`src/rtl/mdu_unit.sv`:
```
`default_nettype none
// ============================================================================
//  Module   : mdu_unit
//  Purpose  : Multi-cycle multiply/divide unit with architectural HI/LO
//             registers. Signed/unsigned single-step multiply, restoring
//             divide one quotient bit per cycle, MTHI/MTLO writes, stall
//             request while busy, flush abort.
//  Options  : MDU_DIVZERO_FAST_EN - divide by zero bypasses the iterations
//             and returns lo = all ones, hi = raw dividend.
//  Revision : 1.0 - initial release
// ============================================================================
module mdu_unit #(
   parameter int DATA_W = 32
) (
   input  logic              clk,
   input  logic              resetn,
   input  logic              start,
   input  logic [7:0]        op,
   input  logic [DATA_W-1:0] a,
   input  logic [DATA_W-1:0] b,
   input  logic              flush,
   output logic              stall,
   output logic              done,
   output logic [DATA_W-1:0] hi,
   output logic [DATA_W-1:0] lo
);

   // ALU operation codes produced by decode (defines.vh encoding)
   localparam logic [7:0] EXE_MULT_OP  = 8'b0001_1000;
   localparam logic [7:0] EXE_MULTU_OP = 8'b0001_1001;
   localparam logic [7:0] EXE_DIV_OP   = 8'b0001_1010;
   localparam logic [7:0] EXE_DIVU_OP  = 8'b0001_1011;
   localparam logic [7:0] EXE_MTHI_OP  = 8'b0001_0001;
   localparam logic [7:0] EXE_MTLO_OP  = 8'b0001_0011;

   localparam int              CNT_W    = $clog2(DATA_W);
   localparam logic [CNT_W-1:0] CNT_ONE  = CNT_W'(1);
   localparam logic [CNT_W-1:0] CNT_LAST = CNT_W'(DATA_W - 1);

   typedef enum logic [1:0] {
      S_IDLE = 2'd0,
      S_MUL  = 2'd1,
      S_DIV  = 2'd2,
      S_FIX  = 2'd3
   } state_t;

   state_t            state;
   logic [DATA_W-1:0] op_a;        // multiplicand, or raw dividend
   logic [DATA_W-1:0] op_b;        // multiplier, or divisor magnitude
   logic [DATA_W-1:0] quot;        // dividend shifts out as quotient shifts in
   logic [DATA_W-1:0] rem;         // partial remainder
   logic [CNT_W-1:0]  cnt;
   logic              mul_signed;
   logic              q_neg;
   logic              r_neg;
`ifdef MDU_DIVZERO_FAST_EN
   logic              dz_fast;     // FIX reached directly from a zero divisor
`endif

   // Operation decode
   logic is_mul, is_div, div_signed;
   assign is_mul     = (op == EXE_MULT_OP) || (op == EXE_MULTU_OP);
   assign is_div     = (op == EXE_DIV_OP)  || (op == EXE_DIVU_OP);
   assign div_signed = (op == EXE_DIV_OP);

   // Operand magnitudes for the signed divide; unsigned passes through
   logic [DATA_W-1:0] a_abs, b_abs;
   assign a_abs = (div_signed && a[DATA_W-1]) ? -a : a;
   assign b_abs = (div_signed && b[DATA_W-1]) ? -b : b;

   // Full-width product: extend per signedness, then a plain 2W x 2W multiply
   logic [2*DATA_W-1:0] ext_a, ext_b, product;
   assign ext_a   = mul_signed ? {{DATA_W{op_a[DATA_W-1]}}, op_a} : {{DATA_W{1'b0}}, op_a};
   assign ext_b   = mul_signed ? {{DATA_W{op_b[DATA_W-1]}}, op_b} : {{DATA_W{1'b0}}, op_b};
   assign product = ext_a * ext_b;

   // One restoring-division step: shift in next dividend bit, trial subtract
   logic [DATA_W:0]   shifted, diff;
   logic              q_bit;
   logic [DATA_W-1:0] rem_next;
   assign shifted  = {rem, quot[DATA_W-1]};
   assign diff     = shifted - {1'b0, op_b};
   assign q_bit    = ~diff[DATA_W];
   assign rem_next = q_bit ? diff[DATA_W-1:0] : shifted[DATA_W-1:0];

   // Stall covers the requesting cycle as well as every busy cycle
   assign stall = (state != S_IDLE) | (start & (is_mul | is_div) & ~flush);

   // Control FSM, operand latches, division datapath and HI/LO registers
   always_ff @(posedge clk or negedge resetn) begin
      if (!resetn) begin
         state      <= S_IDLE;
         op_a       <= '0;
         op_b       <= '0;
         quot       <= '0;
         rem        <= '0;
         cnt        <= '0;
         mul_signed <= 1'b0;
         q_neg      <= 1'b0;
         r_neg      <= 1'b0;
`ifdef MDU_DIVZERO_FAST_EN
         dz_fast    <= 1'b0;
`endif
         done       <= 1'b0;
         hi         <= '0;
         lo         <= '0;
      end else begin
         done <= 1'b0;
         if (state != S_IDLE && flush) begin
            // Abort: HI/LO untouched, no completion pulse
            state <= S_IDLE;
         end else begin
            case (state)
               S_IDLE: begin
                  if (start && !flush) begin
                     if (op == EXE_MTHI_OP) hi <= a;
                     if (op == EXE_MTLO_OP) lo <= a;
                     if (is_mul) begin
                        op_a       <= a;
                        op_b       <= b;
                        mul_signed <= (op == EXE_MULT_OP);
                        state      <= S_MUL;
                     end
                     if (is_div) begin
                        op_a  <= a;
                        op_b  <= b_abs;
                        quot  <= a_abs;
                        rem   <= '0;
                        cnt   <= '0;
                        q_neg <= div_signed & (a[DATA_W-1] ^ b[DATA_W-1]);
                        r_neg <= div_signed & a[DATA_W-1];
                        state <= S_DIV;
`ifdef MDU_DIVZERO_FAST_EN
                        dz_fast <= (b == '0);
                        if (b == '0) state <= S_FIX;
`endif
                     end
                  end
               end
               S_MUL: begin
                  {hi, lo} <= product;
                  done     <= 1'b1;
                  state    <= S_IDLE;
               end
               S_DIV: begin
                  quot <= {quot[DATA_W-2:0], q_bit};
                  rem  <= rem_next;
                  cnt  <= cnt + CNT_ONE;
                  if (cnt == CNT_LAST) state <= S_FIX;
               end
               S_FIX: begin
`ifdef MDU_DIVZERO_FAST_EN
                  if (dz_fast) begin
                     lo <= '1;
                     hi <= op_a;
                  end else begin
                     lo <= q_neg ? -quot : quot;
                     hi <= r_neg ? -rem  : rem;
                  end
`else
                  lo <= q_neg ? -quot : quot;
                  hi <= r_neg ? -rem  : rem;
`endif
                  done  <= 1'b1;
                  state <= S_IDLE;
               end
               default: state <= S_IDLE;
            endcase
         end
      end
   end

endmodule
`default_nettype wire

```
`config.mk`:
```
export PLATFORM = sky130hd
export DESIGN_NAME = mdu_unit
export DESIGN_NICKNAME = d
export VERILOG_FILES = /design/src/rtl/mdu_unit.sv
export SDC_FILE = /design/constraint.sdc
export NUM_CORES = 2
export LEC_CHECK = 0
export CAP_MARGIN = 15
export CORE_MARGIN = 2
export CORE_UTILIZATION = 65
export CTS_CLUSTER_DIAMETER = 150
export DETAILED_ROUTE_END_ITERATION = 10
export GPL_TIMING_DRIVEN = 0
export PLACE_DENSITY_LB_ADDON = 0.2
export SETUP_SLACK_MARGIN = 0.1
export SLEW_MARGIN = 5
export SYNTH_ARGS = -nofsm -noshare
export SYNTH_HDL_FRONTEND = slang
export SYNTH_SLANG_ARGS = --single-unit
```
`constraint.sdc`:
```
create_clock -name clk -period 11.87 [get_ports clk]
set_input_delay 1.187 -clock clk [delete_from_list [all_inputs] [get_ports clk]]
set_output_delay 1.187 -clock clk [all_outputs]
set_load 0.03 [all_outputs]
```
==> summary.txt <==
run status - finished with violations
violated checks - design-rule violations
Worst Path Class, Setup - reg -> reg
cell repeated most along the worst path - sky130_fd_sc_hd__fa_1
CTS tree - done
final worst-path cycle share - 0.980
TritonCTS Buffers - 24
flop-to-flop setup slack - 0.24 ns
IO Pins - 142
half-perimeter wire length after placement - 211000 um
number of antenna violations at the first check in global routing - 56
number of remaining DRC errors - 1
Static Leak - 33.0 nW
max-slew violation count - 0
post-detailed-route wirelength per cell - 31.5 um
Max IR drop VDD - 0.111 mV
combinational share of power - 0.626
Clock Pin Slew Worst Setup and Hold Paths - 0.07 ns
placer's final routability congestion estimate - 1.11
die footprint - 96200 um2
crit end category - flip-flop
average footprint of a synthesized cell - 9.11 um2
Critical Path AT - 12.10 ns
ranking of synthesized cells by area - sky130_fd_sc_hd__fa_1, sky130_fd_sc_hd__inv_1, sky130_fd_sc_hd__dfrtp_1, sky130_fd_sc_hd__ha_1, sky130_fd_sc_hd__and2_1
clock tree root driver cell - sky130_fd_sc_hd__clkbuf_16
core region area - 93000 um2
count of synthesis-stage warnings from yosys - 0
residual antenna-violating net count after detailed routing - 0
final setup TNS - 0 ns
total track usage - 0.559
post-placement cell count - 8090
Critical Path Start Type - flip-flop
WHS Endpoint - lo[2]
Finished Layout Cells - 8232
total of buffers placed on input and output ports - 132
number of clock sinks seen by CTS - 203
Crit path required time - 12.34 ns
count of unique library cells instantiated by Yosys - 78
combinational family with the most area after synthesis - adder cells
EDFF count, synth - 0
total power per unit cell area - 67.6 nW/um2
Setup violations, final - 0
layout cells sized above 1 - 0.0217
number of core rows - 112
share of synthesized cell area in full adder, half adder and majority cells - 0.538
portion of total power attributed to sequential cells - 0.197
setup clock skew after layout - 0.0401 ns
slowest stage cell, crit path - sky130_fd_sc_hd__clkbuf_1
chip width - 310 um
Vias - 52900
Final Net Count - 8721
hold path cells - 2
share of the synthesized area in the top cell type - 0.467
worst hold-check path type - reg -> reg
number of global-route vias before repair - 53800
iteration-0 DRC count of the detailed router - 7382
starting utilization of the core area - 0.655
cell taking the most area after synthesis - sky130_fd_sc_hd__fa_1
iteration count of the initial detailed-routing pass - 9
share of synthesized flip-flops with an asynchronous set or reset - 1.00
maximum clock rate - 86.0 MHz
layout-stage area growth over the synthesis result - 7.34%
startpoint of the lowest-slack hold path - lo[2]
switch share - 0.543
setup repair after global routing missed its margin - false
Hold Buf Count CTS - 0
final global-route overflow total - 0
worst slew slack as a fraction of its limit - 0.0501
Critical Path Fanout Max - 10
Tightest Pin Transition - 1.42 ns
Fin. Hold Viols - 0
multiplexer area fraction after synthesis - 0.00528
basic-gate share of the synthesized area counting and, or, nand and nor cells - 0.142
floorplan die height - 310 um
fraction of the mapped netlist area in compound gates - 0.0740
clock buffer depth - 3
sequential share of the synthesized area - 0.0834
summed instance area of the synthesized netlist - 60900 um2
worst-skew pair later-pin latency - 0.62 ns
endpoint of the lowest-slack register-to-register path - hi[26]
main flop type after synthesis - sky130_fd_sc_hd__dfrtp_1
final routed wirelength across all metal layers - 260000 um
net count after synthesis - 8528
max-cap violation count - 0
sw power - 2.40 mW
reg-to-reg startpoint - op_a[31]
worst reg2reg path depth - 29
largest net degree at the start of global routing - 104
share of total power in the clock network - 0.176
Post CTS Setup Buffer Count - 0
H-tree depth - 1
register bit total from synthesis - 203
Int Pwr - 2.02 mW
Critical Path Max Stage Delay - 0.91 ns
Cells after Synth - 6686
wire length of the first global-routing pass - 370000 um
fraction of synthesized cell area in xor and xnor cells - 0.0374
ratio of routed vias to standard cells - 6.42
final worst path period need - 11.63 ns
[critical path, delay by kind of cell (launching register included)]
family | cells | cell delay, ns
adders and majority gates | 11 | 5.86
and+or+nand+nor | 5 | 1.40
AOI/OAI and AO/OA | 5 | 1.41
buffers and inverters | 7 | 2.04
xor gates and xnor gates | 1 | 0.21
DFF | 1 | 0.51
[layout by cell type, fill, tap and decap left out, types with 26 or more instances in the layout]
master,count
sky130_fd_sc_hd__a21o_1,61
sky130_fd_sc_hd__nor2_1,136
sky130_fd_sc_hd__clkbuf_1,304
sky130_fd_sc_hd__and2_1,574
sky130_fd_sc_hd__dfrtp_1,203
sky130_fd_sc_hd__xor2_1,91
sky130_fd_sc_hd__clkdlybuf4s50_1,131
sky130_fd_sc_hd__nand2_1,840
sky130_fd_sc_hd__clkbuf_2,26
sky130_fd_sc_hd__fa_1,1419
sky130_fd_sc_hd__inv_1,1593
sky130_fd_sc_hd__o21ai_0,223
sky130_fd_sc_hd__nand3_1,37
sky130_fd_sc_hd__ha_1,346
sky130_fd_sc_hd__o31ai_1,35
sky130_fd_sc_hd__o211ai_1,30
sky130_fd_sc_hd__and3_1,27
sky130_fd_sc_hd__xnor2_1,169
sky130_fd_sc_hd__a21oi_1,180
sky130_fd_sc_hd__diode_2,81
sky130_fd_sc_hd__mux2i_1,31
[cell usage after synthesis, types with 16 or more instances]
cell type / count
sky130_fd_sc_hd__inv_1: 1593
sky130_fd_sc_hd__fa_1: 1420
sky130_fd_sc_hd__nand2_1: 841
sky130_fd_sc_hd__and2_1: 574
sky130_fd_sc_hd__ha_1: 346
sky130_fd_sc_hd__clkbuf_1: 326
sky130_fd_sc_hd__o21ai_0: 223
sky130_fd_sc_hd__dfrtp_1: 203
sky130_fd_sc_hd__a21oi_1: 181
sky130_fd_sc_hd__xnor2_1: 169
sky130_fd_sc_hd__nor2_1: 137
sky130_fd_sc_hd__xor2_1: 91
sky130_fd_sc_hd__a21o_1: 61
sky130_fd_sc_hd__nand3_1: 37
sky130_fd_sc_hd__o31ai_1: 35
sky130_fd_sc_hd__mux2i_1: 31
sky130_fd_sc_hd__o211ai_1: 30
sky130_fd_sc_hd__and3_1: 27
sky130_fd_sc_hd__nor2b_1: 24
sky130_fd_sc_hd__nor3_1: 24
sky130_fd_sc_hd__a31oi_1: 21
sky130_fd_sc_hd__o21bai_1: 21
sky130_fd_sc_hd__nand4_1: 20
sky130_fd_sc_hd__a22oi_1: 16
sky130_fd_sc_hd__o41ai_1: 16
[layout make-up]
cell class	instances	area, um2
inverters	1593	5980
clock buffers	31	657
clock inverters	13	116
plain buffers	347	1370
fillers	7402	27700
well taps	1254	1570
repair buffers	167	1870
diodes	81	203
multi-input cells	4543	48600
flip-flops and latches	203	5080
[logic make-up after synthesis]
family | after synthesis
xor gates and xnor gates | 260
DFF | 203
buffers and inverters | 1940
and+or+nand+nor | 1764
AOI/OAI and AO/OA | 717
muxes | 32
adders and majority gates | 1770
[what timing repair did]
action / CTS / global route
setup endpoints to repair: 6 / 12
gates resized for setup: 2 / 11
cloned: 0 / 0
[per-layer routing]
layer  routed length (um)  global-route usage
met1                82600               0.648
met2               105000               0.752
met3                43300               0.302
met4                27700               0.470
met5                  774              0.0369
[stage by stage]
step | worst slack, ns | hold slack [ns] | power [mW] | area (um2) | util
4_1_cts | 0.174 | 0.493 | 4.20 | 64900 | 0.697
6_report | 0.242 | 0.500 | 4.42 | 65400 | 0.703
2_1_floorplan | 2.65 | 0.468 | 2.31 | 60900 | -
5_1_grt | 0.123 | 0.525 | 4.55 | 65200 | 0.701
3_3_place_gp | 0.00910 | 0.465 | 3.36 | 63800 | 0.686
3_5_place_dp | -0.155 | 0.478 | 3.42 | 64100 | 0.689
[power groups by stage]
stage	registers, mW	logic (mW)	clock network, mW
final	0.873	2.77	0.780
after global placement	0.867	2.49	0
after floorplan	0.845	1.46	0
after detailed placement	0.867	2.55	0
after global routing	0.866	2.89	0.797
after CTS	0.855	2.58	0.766
[state kept, by name, summed over array words and instances (netlist names)]
name        cells
hi             32
lo             32
op_a           32
op_b           32
quot           32
rem            32
cnt             5
state           2
done            1
mul_signed      1
q_neg           1
r_neg           1
[how the worst max path moves through the flow]
stage | to | cells after the start | start
floorplan | hi[29] | 31 | op_a[31]
global placement | hi[30] | 31 | mul_signed
detailed placement | hi[30] | 31 | mul_signed
CTS | hi[30] | 31 | op_a[31]
global route | hi[27] | 31 | mul_signed
finish | hi[26] | 29 | op_a[31]
No activity file was read; power rests on OpenSTA's default activity.
